**src/rtl/mux_ctrl_pkg.sv**
```systemverilog
// Shared definitions for the two-requester round-robin mux controller.
// The FSM state encoding and the requester select encodings live here.
package mux_ctrl_pkg;

  typedef enum logic [0:0] {
    EMPTY = 1'b0,
    FULL  = 1'b1
  } state_e;

  localparam logic SEL_A = 1'b0;
  localparam logic SEL_B = 1'b1;

endpackage

```
**src/rtl/data_mux2.sv**
```systemverilog
// Parameterised 2:1 word select; index 0 picks d0 (requester A), 1 picks d1 (B).
module data_mux2 #(
  parameter int unsigned DATA_W = 8
) (
  input  logic              sel,
  input  logic [DATA_W-1:0] d0,
  input  logic [DATA_W-1:0] d1,
  output logic [DATA_W-1:0] y
);

  assign y = sel ? d1 : d0;

endmodule

```
**src/rtl/mux2_rr_arbiter.sv**
```systemverilog
// Round-robin arbiter between requesters A and B feeding a one-entry output
// register with a valid/ready handshake downstream.
module mux2_rr_arbiter
  import mux_ctrl_pkg::*;
#(
  parameter int unsigned DATA_W = 8
) (
  input  logic              clk,
  input  logic              rst_n,
  input  logic              req_a,
  input  logic [DATA_W-1:0] data_a,
  output logic              gnt_a,
  input  logic              req_b,
  input  logic [DATA_W-1:0] data_b,
  output logic              gnt_b,
  output logic              out_valid,
  output logic [DATA_W-1:0] out_data,
  input  logic              out_ready,
  output logic              sel
);

  state_e            state_q, state_d;
  logic [DATA_W-1:0] data_q, data_d;
  logic              sel_q, sel_d;
  logic              last_q, last_d;

  logic              can_load;
  logic              any_req;
  logic              grant;
  logic              win_b;
  logic [DATA_W-1:0] mux_data;

  // B wins when it is the only requester, or on contention when A won last.
  assign win_b    = req_b & (~req_a | (last_q == SEL_A));
  assign any_req  = req_a | req_b;
  assign can_load = (state_q == EMPTY) | (out_valid & out_ready);
  // Gating with rst_n keeps grants low while reset is held.
  assign grant    = rst_n & can_load & any_req;

  assign gnt_a = grant & ~win_b;
  assign gnt_b = grant & win_b;

  data_mux2 #(
    .DATA_W(DATA_W)
  ) u_data_mux2 (
    .sel(win_b),
    .d0 (data_a),
    .d1 (data_b),
    .y  (mux_data)
  );

  always_comb begin
    state_d = state_q;
    data_d  = data_q;
    sel_d   = sel_q;
    last_d  = last_q;
    if (grant) begin
      state_d = FULL;
      data_d  = mux_data;
      sel_d   = win_b;
      last_d  = win_b;
    end else if (can_load) begin
      // Drain with nothing to load: the register empties, payload is kept.
      state_d = EMPTY;
    end
  end

  always_ff @(posedge clk or negedge rst_n) begin
    if (!rst_n) begin
      state_q <= EMPTY;
      data_q  <= '0;
      sel_q   <= SEL_A;
      last_q  <= SEL_B;
    end else begin
      state_q <= state_d;
      data_q  <= data_d;
      sel_q   <= sel_d;
      last_q  <= last_d;
    end
  end

  assign out_valid = (state_q == FULL);
  assign out_data  = data_q;
  assign sel       = sel_q;

endmodule

```
**config.mk**
```make
export PLATFORM = sky130hd
export DESIGN_NAME = mux2_rr_arbiter
export DESIGN_NICKNAME = d
export VERILOG_FILES = /design/src/rtl/mux_ctrl_pkg.sv /design/src/rtl/data_mux2.sv /design/src/rtl/mux2_rr_arbiter.sv
export SDC_FILE = /design/constraint.sdc
export NUM_CORES = 1
export LEC_CHECK = 0
export CAP_MARGIN = 40
export CELL_PAD_IN_SITES_DETAIL_PLACEMENT = 0
export CELL_PAD_IN_SITES_GLOBAL_PLACEMENT = 1
export CORE_UTILIZATION = 29
export DETAILED_ROUTE_END_ITERATION = 10
export HOLD_SLACK_MARGIN = 0.15
export PLACE_DENSITY = 0.84
export SYNTH_ARGS = -nofsm -noshare
export SYNTH_HDL_FRONTEND = slang
export SYNTH_HIERARCHICAL = 1
export SYNTH_SLANG_ARGS = --single-unit
```
**constraint.sdc**
```tcl
create_clock -name clk -period 2 [get_ports clk]
set_clock_uncertainty 0.2 [all_clocks]
set_input_delay 0.4 -clock clk [delete_from_list [all_inputs] [get_ports clk]]
set_output_delay 0.4 -clock clk [all_outputs]
set_load 0.03 [all_outputs]
```
==> report_table.html <==
<table>
<tr><th>Metric</th><th>Value</th></tr>
<tr><th colspan="2">Run status</th></tr>
<tr><td>Run status</td><td>finished, final reports clean</td></tr>
<tr><th colspan="2">Logic synthesis</th></tr>
<tr><td>Top-area cell type share of the netlist area</td><td>41.0%</td></tr>
<tr><td>Fraction of synthesis flops using an asynchronous set or reset pin</td><td>100%</td></tr>
<tr><td>Synth Flop Type</td><td>sky130_fd_sc_hd__dfrtp_1</td></tr>
<tr><td>Area contributors post-synth</td><td>sky130_fd_sc_hd__dfrtp_1 (41%), sky130_fd_sc_hd__mux2_4 (34%), sky130_fd_sc_hd__dfstp_2 (4.3%)</td></tr>
<tr><td>Post-synthesis sequential element count</td><td>11</td></tr>
<tr><td>Synth cell count leaders</td><td>sky130_fd_sc_hd__mux2_4 (14), sky130_fd_sc_hd__dfrtp_1 (10), sky130_fd_sc_hd__a21o_2 (2), sky130_fd_sc_hd__buf_6 (2), sky130_fd_sc_hd__mux2_2 (2)</td></tr>
<tr><td>Largest area contributor in the synthesized netlist</td><td>sky130_fd_sc_hd__dfrtp_1</td></tr>
<tr><td>Sequential fraction of the synthesis area</td><td>45.3%</td></tr>
<tr><td>Count of distinct cell types in the synthesized netlist</td><td>12</td></tr>
<tr><td>Post-Synthesis Net Count</td><td>58</td></tr>
<tr><td>Cell Area, Synth</td><td>611 um^2</td></tr>
<tr><td>Synthesized instance count</td><td>37</td></tr>
<tr><td>Dominant cell by count in the synthesized netlist</td><td>sky130_fd_sc_hd__mux2_4</td></tr>
<tr><td>Synthesis warning total</td><td>6</td></tr>
<tr><td>Count of flip-flops with a built-in enable after synthesis</td><td>0</td></tr>
<tr><td>Post-synthesis area per instance</td><td>16.5 um^2</td></tr>
<tr><th colspan="2">Power</th></tr>
<tr><td>Leakage</td><td>0.527 nW</td></tr>
<tr><td>Net Sw Power</td><td>0.267 mW</td></tr>
<tr><td>Power Dens Cells</td><td>768 nW/um^2</td></tr>
<tr><td>Power, Total</td><td>0.840 mW</td></tr>
<tr><td>Flop pwr share</td><td>36.2%</td></tr>
<tr><td>Switch share</td><td>31.8%</td></tr>
<tr><td>Max IR drop VDD</td><td>325 uV</td></tr>
<tr><td>Internal</td><td>0.573 mW</td></tr>
<tr><td>Comb power frac</td><td>46.4%</td></tr>
<tr><td>Clock network fraction of design power</td><td>17.4%</td></tr>
<tr><th colspan="2">STA</th></tr>
<tr><td>Final Cycle Share</td><td>96.7%</td></tr>
<tr><td>Final Hold Violating Endpoints</td><td>0</td></tr>
<tr><td>Worst slack on hold paths</td><td>0.247 ns</td></tr>
<tr><td>Count of final max-slew check failures</td><td>0</td></tr>
<tr><td>Max Clk Rate</td><td>0.517 GHz</td></tr>
<tr><td>Final critical path time including I/O delays and setup</td><td>1.93 ns</td></tr>
<tr><td>Final sum of negative setup slack</td><td>0 ns</td></tr>
<tr><td>Final Setup Violations</td><td>0</td></tr>
<tr><td>Max-slew headroom at the worst pin</td><td>79.2%</td></tr>
<tr><td>Unrepaired setup endpoints after global routing</td><td>no</td></tr>
<tr><td>Actual slew at the worst max-slew pin</td><td>0.310 ns</td></tr>
<tr><th colspan="2">Floorplan</th></tr>
<tr><td>Area of the core region</td><td>1960 um^2</td></tr>
<tr><td>Number of placement rows</td><td>16</td></tr>
<tr><td>Initial core utilization</td><td>31.1%</td></tr>
<tr><td>Ports placed on the boundary</td><td>33</td></tr>
<tr><td>Die span in y</td><td>47.9 um</td></tr>
<tr><td>Die Outline Area</td><td>2290 um^2</td></tr>
<tr><td>Width of the die</td><td>47.9 um</td></tr>
<tr><th colspan="2">Setup path</th></tr>
<tr><td>Req. time, crit path</td><td>1.40 ns</td></tr>
<tr><td>Startpoint of the worst setup timing path</td><td>out_valid</td></tr>
<tr><td>Crit-path max FO</td><td>2</td></tr>
<tr><td>Data arrival time at the worst-slack endpoint</td><td>1.33 ns</td></tr>
<tr><td>Worst reg2reg setup slack</td><td>0.22 ns</td></tr>
<tr><td>Critical Path Start Type</td><td>flip-flop</td></tr>
<tr><td>Worst setup path endpoint</td><td>out_valid</td></tr>
<tr><td>Class of the most critical setup path</td><td>reg -&gt; out</td></tr>
<tr><td>Cell at the slowest stage of the critical path</td><td>sky130_fd_sc_hd__clkdlybuf4s50_1</td></tr>
<tr><td>Number of buffers and inverters on the critical path</td><td>1</td></tr>
<tr><td>CP Cell Sequence</td><td>clkdlybuf4s50_1</td></tr>
<tr><td>Kind of end point of the critical path</td><td>primary output</td></tr>
<tr><td>Largest stage delay on the critical path</td><td>0.68 ns</td></tr>
<tr><td>Count of cell instances traversed by the critical path</td><td>1</td></tr>
<tr><td>Reg2reg start</td><td>last_q</td></tr>
<tr><td>Number of cells on the worst reg-to-reg path</td><td>5</td></tr>
<tr><td>Cell class contributing the biggest share of worst-path delay</td><td>buffers and inverters</td></tr>
<tr><td>Worst reg2reg endpoint</td><td>out_data[7]</td></tr>
<tr><th colspan="2">Global route</th></tr>
<tr><td>Total Routing Usage GR</td><td>12.9%</td></tr>
<tr><td>Remaining global-route overflow</td><td>0</td></tr>
<tr><td>Most crowded layer after global routing</td><td>met2</td></tr>
<tr><td>Wire length of the first global-routing pass</td><td>2.05 mm</td></tr>
<tr><td>Pin count of the biggest net entering global routing</td><td>7</td></tr>
<tr><td>Global-route track usage on met1</td><td>15.1%</td></tr>
<tr><td>Number of global-route vias before repair</td><td>473</td></tr>
<tr><td>Met3 demand-to-capacity share in global routing</td><td>2.26%</td></tr>
<tr><td>Number of antenna violations at the first check in global routing</td><td>0</td></tr>
<tr><td>Met2 Track Usage GR</td><td>23.2%</td></tr>
<tr><th colspan="2">Layout</th></tr>
<tr><td>Relative area change from synthesis to final layout</td><td>79.1%</td></tr>
<tr><td>Utilization after layout</td><td>55.7%</td></tr>
<tr><td>Multi-input gate area in the final layout</td><td>323 um^2</td></tr>
<tr><td>NumNets Final</td><td>106</td></tr>
<tr><td>Number of cells in the finished layout apart from fillers</td><td>111</td></tr>
<tr><td>Share of layout cells above drive strength 1</td><td>47.6%</td></tr>
<tr><td>Filler instances</td><td>182</td></tr>
<tr><td>FF+latch area</td><td>277 um^2</td></tr>
<tr><td>Antenna diodes</td><td>0</td></tr>
<tr><th colspan="2">CTS</th></tr>
<tr><td>CTS H-Tree Depth</td><td>1</td></tr>
<tr><td>Num CTS Buffers</td><td>3</td></tr>
<tr><td>Clock root buffer master</td><td>sky130_fd_sc_hd__clkbuf_4</td></tr>
<tr><td>TritonCTS clock tree</td><td>built</td></tr>
<tr><td>Clock transition at path regs</td><td>0.07 ns</td></tr>
<tr><td>Number of sinks handled by clock tree synthesis</td><td>11</td></tr>
<tr><td>Worst skew pair latency</td><td>0.26 ns</td></tr>
<tr><td>Clock Path Buffers</td><td>2</td></tr>
<tr><th colspan="2">Placement</th></tr>
<tr><td>Number of buffers inserted by port buffering</td><td>32</td></tr>
<tr><td>Placed insts</td><td>103</td></tr>
<tr><td>Final HPWL DP</td><td>1.00 mm</td></tr>
<tr><td>Routability congestion estimate from global placement</td><td>0.706</td></tr>
<tr><th colspan="2">Min path</th></tr>
<tr><td>Worst hold path type</td><td>in -&gt; reg</td></tr>
<tr><th colspan="2">Route</th></tr>
<tr><td>Per-cell via count in the routed design</td><td>4.15</td></tr>
<tr><td>Remaining antenna violation count after routing</td><td>0</td></tr>
<tr><td>DRT Pass-1 Iters</td><td>2</td></tr>
<tr><td>Total routed wirelength</td><td>1.24 mm</td></tr>
<tr><td>Number of DRC violations after detailed-routing iteration 0</td><td>2</td></tr>
<tr><td>Total DRC errors in the routed layout</td><td>0</td></tr>
<tr><td>Total number of vias</td><td>461</td></tr>
<tr><td>Final routed wire length divided by cell count</td><td>11.2 um</td></tr>
<tr><th colspan="2">Flow run</th></tr>
<tr><td>Max Cap Violations</td><td>0</td></tr>
</table>
## worst min-delay path by stage
stage	startpoint	endpoint	cells after the start
2_1_floorplan	rst_n	out_data[0]	0
3_3_place_gp	sel	sel	1
3_5_place_dp	out_data[3]	out_data[3]	1
4_1_cts	out_data[3]	out_data[3]	1
5_1_grt	out_ready	out_valid	3
6_report	out_ready	out_valid	3
## layout make-up
type,instances,share of cell area (%)
well taps,27,3.09
clock buffers,4,2.40
repair buffers,45,39.7
flip-flops and latches,11,25.3
multi-input cells,24,29.5
## logic make-up (layout without fill, tap and decap cells)
family                 after synthesis  after routing  share of synthesized area [%]
multiplexers                        16             16                           38.1
AND/OR/NAND/NOR                      4              4                           4.71
AO/OA/AOI/OAI                        4              4                           8.20
flip-flops                          11             11                           45.3
buffers and inverters                2             49                           3.69
## routing by layer
| metal | routed length, um | up-vias |
|---|---|---|
| met5 | 0 | - |
| met4 | 0 | 0 |
| met3 | 89 | 0 |
| met2 | 639 | 22 |
| met1 | 511 | 213 |
| li1 | - | 226 |
## worst min-delay path, stage by stage
cell and delay [ns]:
sky130_fd_sc_hd__dlymetal6s2s_1 0.09, sky130_fd_sc_hd__nand2b_4 0.14, sky130_fd_sc_hd__nand2_1 0.05
## through the flow
| stage | area (um^2) | setup slack [ns] |
|---|---|---|
| 2_1_floorplan | 611 | 0.118 |
| 3_3_place_gp | 1020 | -0.129 |
| 3_5_place_dp | 1020 | -0.164 |
| 4_1_cts | 1070 | 0.0322 |
| 5_1_grt | 1090 | 0.00689 |
| 6_report | 1090 | 0.0661 |
## state kept, by name, summed over array words and instances (netlist names)
| register | flops |
|---|---|
| sel | 1 |
| out_data | 8 |
| last_q | 1 |
| out_valid | 1 |
## cells in the final DEF (no fill, tap or decap), drive strengths merged
cell           Yosys  routed
nand2b             1       1
dlymetal6s2s       0       2
dfrtp             10      10
and3               1       1
dfstp              1       1
clkdlybuf4s50      0      26
buf                2      14
nor2               1       1
o211ai             1       1
mux2              16      16
clkbuf             0       4
a21boi             1       1
dlygate4sd2        0       2
nand2              1       1
a21o               2       2
dlygate4sd3        0       1
## repair_timing
| item | CTS | global route |
|---|---|---|
| endpoints found under the hold margin | 0 | 10 |
| hold buffers | 0 | 1 |
| setup endpoints to repair | 2 | 1 |
| resized for setup | 5 | 2 |
| cloned | 0 | 0 |
| setup buffers | 2 | 1 |
| pin swaps | 1 | 1 |
## power by group through the flow
stage	logic [mW]	registers [mW]	clock network, mW
3_3_place_gp	0.375	0.305	0
2_1_floorplan	0.127	0.389	0
4_1_cts	0.390	0.305	0.159
5_1_grt	0.414	0.311	0.166
6_report	0.390	0.304	0.146
3_5_place_dp	0.381	0.306	0
Note: power is estimated with default switching activity, not from simulation.
